<file path="src/rtl/imem_loader.sv">
// imem_loader: write-side companion of the instruction memory.
// It takes bytes over a valid/ready handshake and packs every four of them
// into one 32-bit word, with the first byte as the MSB. It then writes the
// words to consecutive addresses starting at 0. While a load is in progress
// it holds the CPU stalled through busy.
// Every output is decoded from the state register or taken from a register,
// so byte_ready never depends combinationally on byte_valid.
module imem_loader #(
    parameter int DEPTH  = 1024,
    parameter int ADDR_W = 10
) (
    input  logic              clk,
    input  logic              rst_n,
    input  logic              start,
    input  logic [ADDR_W:0]   word_count,
    input  logic [7:0]        byte_in,
    input  logic              byte_valid,
    output logic              byte_ready,
    output logic              mem_we,
    output logic [ADDR_W-1:0] mem_addr,
    output logic [31:0]       mem_wdata,
    output logic              busy,
    output logic              done,
    output logic              err
);

    typedef enum logic [1:0] {
        IDLE  = 2'd0,
        RECV  = 2'd1,
        WRITE = 2'd2,
        DONE  = 2'd3
    } state_t;

    localparam logic [ADDR_W:0]   DEPTH_W  = (ADDR_W + 1)'(DEPTH);
    localparam logic [ADDR_W:0]   ONE_CNT  = (ADDR_W + 1)'(1);
    localparam logic [ADDR_W-1:0] ONE_ADDR = ADDR_W'(1);

    state_t            state;
    state_t            state_next;
    logic [ADDR_W:0]   count_q;
    logic [ADDR_W-1:0] word_idx;
    logic [1:0]        byte_cnt;
    logic [31:0]       shift;

    logic count_ok;
    logic start_ok;
    logic start_bad;
    logic xfer;
    logic last_byte;
    logic last_word;

    // Qualify start requests and byte transfers. A zero count is rejected,
    // and so is any count larger than the memory, because either one would
    // make the word index wrap.
    always_comb begin
        count_ok  = (word_count != '0) && (word_count <= DEPTH_W);
        start_ok  = (state == IDLE) && start && count_ok;
        start_bad = (state == IDLE) && start && !count_ok;
        xfer      = (state == RECV) && byte_valid;
        last_byte = xfer && (byte_cnt == 2'd3);
        last_word = ({1'b0, word_idx} == (count_q - ONE_CNT));
    end

    // State register. Reset returns to IDLE at once, and in IDLE every
    // decoded output is low.
    always_ff @(posedge clk or negedge rst_n) begin
        if (!rst_n) begin
            state <= IDLE;
        end else begin
            state <= state_next;
        end
    end

    // Next-state logic. WRITE and DONE each last exactly one cycle.
    always_comb begin
        state_next = state;
        case (state)
            IDLE: begin
                if (start_ok) begin
                    state_next = RECV;
                end
            end
            RECV: begin
                if (last_byte) begin
                    state_next = WRITE;
                end
            end
            WRITE: begin
                if (last_word) begin
                    state_next = DONE;
                end else begin
                    state_next = RECV;
                end
            end
            DONE: begin
                state_next = IDLE;
            end
            default: begin
                state_next = IDLE;
            end
        endcase
    end

    // Handshake, stall and memory-port outputs, decoded from state only.
    // Address and data are forced to 0 outside WRITE so the bus stays quiet
    // while no write is in progress.
    always_comb begin
        byte_ready = 1'b0;
        mem_we     = 1'b0;
        mem_addr   = '0;
        mem_wdata  = '0;
        busy       = 1'b0;
        done       = 1'b0;
        case (state)
            RECV: begin
                byte_ready = 1'b1;
                busy       = 1'b1;
            end
            WRITE: begin
                mem_we    = 1'b1;
                mem_addr  = word_idx;
                mem_wdata = shift;
                busy      = 1'b1;
            end
            DONE: begin
                done = 1'b1;
            end
            default: begin
                byte_ready = 1'b0;
            end
        endcase
    end

    // Latch the requested word count when a load is accepted.
    always_ff @(posedge clk or negedge rst_n) begin
        if (!rst_n) begin
            count_q <= '0;
        end else if (start_ok) begin
            count_q <= word_count;
        end
    end

    // Word index. It only advances after a non-final write, so it stops at
    // count-1 and can never pass DEPTH-1.
    always_ff @(posedge clk or negedge rst_n) begin
        if (!rst_n) begin
            word_idx <= '0;
        end else if (start_ok) begin
            word_idx <= '0;
        end else if ((state == WRITE) && !last_word) begin
            word_idx <= word_idx + ONE_ADDR;
        end
    end

    // Byte counter. After the fourth byte it wraps naturally back to 0.
    always_ff @(posedge clk or negedge rst_n) begin
        if (!rst_n) begin
            byte_cnt <= 2'd0;
        end else if (start_ok) begin
            byte_cnt <= 2'd0;
        end else if (xfer) begin
            byte_cnt <= byte_cnt + 2'd1;
        end
    end

    // Assembly shift register. Earlier bytes move toward the MSB, so the
    // first byte of each group ends up in bits 31:24.
    always_ff @(posedge clk or negedge rst_n) begin
        if (!rst_n) begin
            shift <= '0;
        end else if (xfer) begin
            shift <= {shift[23:0], byte_in};
        end
    end

    // Sticky error flag. A rejected start sets it and the next accepted
    // start clears it.
    always_ff @(posedge clk or negedge rst_n) begin
        if (!rst_n) begin
            err <= 1'b0;
        end else if (start_ok) begin
            err <= 1'b0;
        end else if (start_bad) begin
            err <= 1'b1;
        end
    end

endmodule

</file>
<file path="config.mk">
export PLATFORM = sky130hd
export DESIGN_NAME = imem_loader
export DESIGN_NICKNAME = d
export VERILOG_FILES = /design/src/rtl/imem_loader.sv
export SDC_FILE = /design/constraint.sdc
export NUM_CORES = 1
export LEC_CHECK = 0
export BUFFER_PORTS_ARGS = -buffer_cell sky130_fd_sc_hd__buf_2
export CELL_PAD_IN_SITES_DETAIL_PLACEMENT = 2
export CELL_PAD_IN_SITES_GLOBAL_PLACEMENT = 2
export CORE_MARGIN = 5
export CORE_UTILIZATION = 34
export CTS_CLUSTER_DIAMETER = 100
export CTS_CLUSTER_SIZE = 14
export DETAILED_ROUTE_END_ITERATION = 10
export GPL_TIMING_DRIVEN = 0
export MAX_ROUTING_LAYER = met4
export PLACE_DENSITY_LB_ADDON = 0.1
export RECOVER_POWER = 50
export SYNTH_ARGS = -nofsm -noshare
export SYNTH_HDL_FRONTEND = slang
export SYNTH_SLANG_ARGS = --single-unit
</file>
<file path="constraint.sdc">
create_clock -name clk -period 3 [get_ports clk]
set_clock_uncertainty 0.05 [all_clocks]
set_input_delay 0.6 -clock clk [delete_from_list [all_inputs] [get_ports clk]]
set_output_delay 0.6 -clock clk [all_outputs]
set_load 0.005 [all_outputs]
</file>
==> impl_metrics.tcl <==
set metrics [dict create \
    antenna_cells 0 \
    routed_wl_um 9000 \
    status "complete, but fails checks" \
    path_clk_slew_ns 0.07 \
    synth_top_area_share_pct 46.7 \
    grt_busiest_layer "met2" \
    syn_avg_cell_area_sq_um 10.2 \
    grt_util_met2_pct 31.9 \
    crit_slowest_cell "or4b_1" \
    syn-num-nets 335 \
    hold_path.class "in -> reg" \
    final.setup.tns_ns 0 \
    io_buffers 69 \
    synth_area_leader_cell "dfrtp_1" \
    hold_viol 0 \
    rows 34 \
    cts_tree "yes" \
    maxCapViolations 1 \
    hpwlAfterDp_um 6670 \
    cts_resized 0 \
    worst_ep_required_time_ns 3.16 \
    die_area_sq_um 11100 \
    cts_made_buffers 9 \
    yosysSeqAreaShare_pct 46.7 \
    fin_nets 415 \
    crit_arrival_ns 2.94 \
    critical_path.max_stage_delay_ns 0.51 \
    relSlewSlack_pct -0.787 \
    fillers 979 \
    ys_top_cells_by_area "dfrtp_1, mux2_2, and2_1" \
    pin_count 70 \
    dr.first_iter.drc_count 38 \
    dpl.cell_count 481 \
    wl_per_cell_um 18.1 \
    finalCritPeriodShare_pct 93.0 \
    final_util_pct 43.3 \
    max_freq_ghz 0.359 \
    p_leak_nw 1.85 \
    crit_path_cell_trace "inv_1 > ha_1 > nor2b_1 > nand2_1 > or4b_1 > a211oi_1 > a21bo_1 > buf_6 > xor2_1 > nor2_1" \
    finalCriticalPeriod_ns 2.79 \
    die_x_um 106 \
    h-tree-depth 3 \
    worst_pin_slew_ns 1.51 \
    first_global_vias 2961 \
    ys_ff_latch 58 \
    ant_nets 0 \
    yosysUniqueCellTypes 43 \
    worst_skew_pair.late_latency_ns 0.34 \
    grt_setup_unrepaired "no" \
    layout-drive-gt1-share_pct 30.6 \
    met3_usage_pct 5.99 \
    netlist_area_sq_um 3110 \
    setup_ws_ns 0.211 \
    gp_congestion 0.758 \
    clock_path_buffers 2 \
    irDropWorstVdd_mv 0.378 \
    crit_type "reg -> reg" \
    yosysWarnings 0 \
    power_mw 3.93 \
    grt_start_max_net_pins 59 \
    crit_path_start_kind "flip-flop" \
    grt_pass1_wl_um 15200 \
    violations "max-capacitance violations, max-slew violations" \
    area_growth_pct 22.7 \
    grt_antenna_before_repair 0 \
    drcViolationCount 0 \
    path_max_fanout 10 \
    post_cts_buffers 0 \
    drv_slew 59 \
    fp.dieH_um 106 \
    met1_usage_pct 18.8 \
    finalSetupViolations 0 \
    root_buffer "clkbuf_8" \
    cts.sinks 58 \
    dr.pass1.iters 2 \
    vias_per_cell 5.10 \
    start_util_pct 35.3 \
    instances_no_fill 497 \
    core-area_sq_um 8810 \
    hold_buffers 0 \
    syn_inst 304 \
    dr_total_vias 2537 \
    grt.total_usage_pct 17.9 \
    worst_setup_path_end_kind "flip-flop" \
    p_per_area_nw_per_um2 1030 \
    post-place-ws_ns 0.189 \
    grt_overflow 0 \
]
## sequential cells by signal, summed over array words and instances, names as in the netlist
name and cells:
state 2, word_idx 10, err 1, count_q 11, byte_cnt 2, shift 32
## metal layers
metal	part of all wire, %	vias to the layer above	routed length (um)
met5	0	-	0
met4	0.98	0	88
met3	5.9	6	535
met2	53	49	4780
met1	40	1273	3600
li1	-	1209	-
## cell families (layout without fill, tap and decap cells)
| group | count (synthesis) | in the layout | share of synthesized area [%] |
|---|---|---|---|
| buf+inv | 20 | 105 | 2.70 |
| fa+ha+maj | 8 | 8 | 3.22 |
| flops | 58 | 58 | 46.7 |
| simple gates | 135 | 135 | 23.7 |
| mux | 33 | 33 | 11.9 |
| xor+xnor | 15 | 15 | 4.23 |
| compound gates | 35 | 35 | 7.49 |
## layout make-up
class,instances,area [sq um],area share [%]
Tap cell,108,135,3.55
Clock inverter,4,73.8,1.94
Clock buffer,12,155,4.07
Timing Repair Buffer,69,340,8.93
Multi-Input combinational cell,226,1570,41.2
Inverter,6,22.5,0.591
Sequential cell,58,1450,38.1
Buffer,14,61.3,1.61
## where the power goes
| part | switching [mW] | internal [mW] | leakage, nW |
|---|---|---|---|
| Sequential | 0.333 | 1.14 | 0.720 |
| Clock | 0.332 | 0.514 | 0.117 |
| Combinational | 0.821 | 0.790 | 1.01 |
| Total | 1.49 | 2.44 | 1.85 |
## stage by stage
stage / hold slack [ns] / cell area [sq um]
6_report: 0.429 / 3810
3_5_place_dp: 0.441 / 3590
2_1_floorplan: 0.254 / 3110
5_1_grt: 0.420 / 3810
4_1_cts: 0.414 / 3820
3_3_place_gp: 0.429 / 3590
## synth_stat cells
library cell	n
o21ai_0	10
mux2i_1	1
o22ai_1	1
nand4_1	1
mux2_2	32
nor3b_1	2
a31o_2	1
and3_1	4
a21bo_1	1
dfrtp_1	58
o31a_1	2
nor2b_1	2
nand4b_2	1
buf_2	1
nand3_1	8
inv_1	6
o211ai_1	2
o311a_1	1
or4_1	2
nand2_1	41
nand3b_1	1
a211oi_1	3
a21oi_2	1
or4b_1	1
xor2_1	6
o2111ai_2	1
and2b_1	1
a22oi_1	1
buf_6	1
clkbuf_1	12
ha_1	8
nand2b_1	1
or3_1	7
or4_4	1
a31oi_1	2
a21oi_1	8
o2111ai_1	1
and2_1	42
nor2_1	9
and3b_1	3
nor4_1	4
xnor2_1	9
nor3_1	4
## worst max-delay path: cells and delay by family (launching register included)
| kind | cells | cell delay [ns] |
|---|---|---|
| adders and majority gates | 1 | 0.26 |
| and+or+nand+nor | 4 | 0.89 |
| buffers and inverters | 2 | 0.24 |
| DFF | 1 | 0.45 |
| AOI/OAI and AO/OA | 2 | 0.64 |
| xor gates and xnor gates | 1 | 0.15 |
## path summary, 6_finish.rpt
kind | start | slack (ns) | cells after the start | endpoint
hold reg to reg | shift[24] | 0.45 | 1 | shift[24]
hold / removal | word_count[9] | 0.43 | 3 | count_q[9]
setup reg to reg | count_q[0] | 0.21 | 10 | word_idx[0]
setup / recovery | count_q[0] | 0.21 | 10 | word_idx[0]
max in group asynchronous | rst_n | 1.41 | 1 | word_idx[4]
min in group asynchronous | rst_n | 0.56 | 1 | count_q[2]
## cells in the final DEF (no fill, tap or decap), drive strengths merged, types with 4 or more instances in the layout
cell / instances
mux2: 32
buf: 66
clkbuf: 29
nor3: 4
nor4: 4
nand2: 41
dfrtp: 58
nand3: 8
ha: 8
xnor2: 9
xor2: 6
a21oi: 9
and2: 42
or3: 7
inv: 6
nor2: 9
o21ai: 10
and3: 4
(Power assumes the default switching activity.)
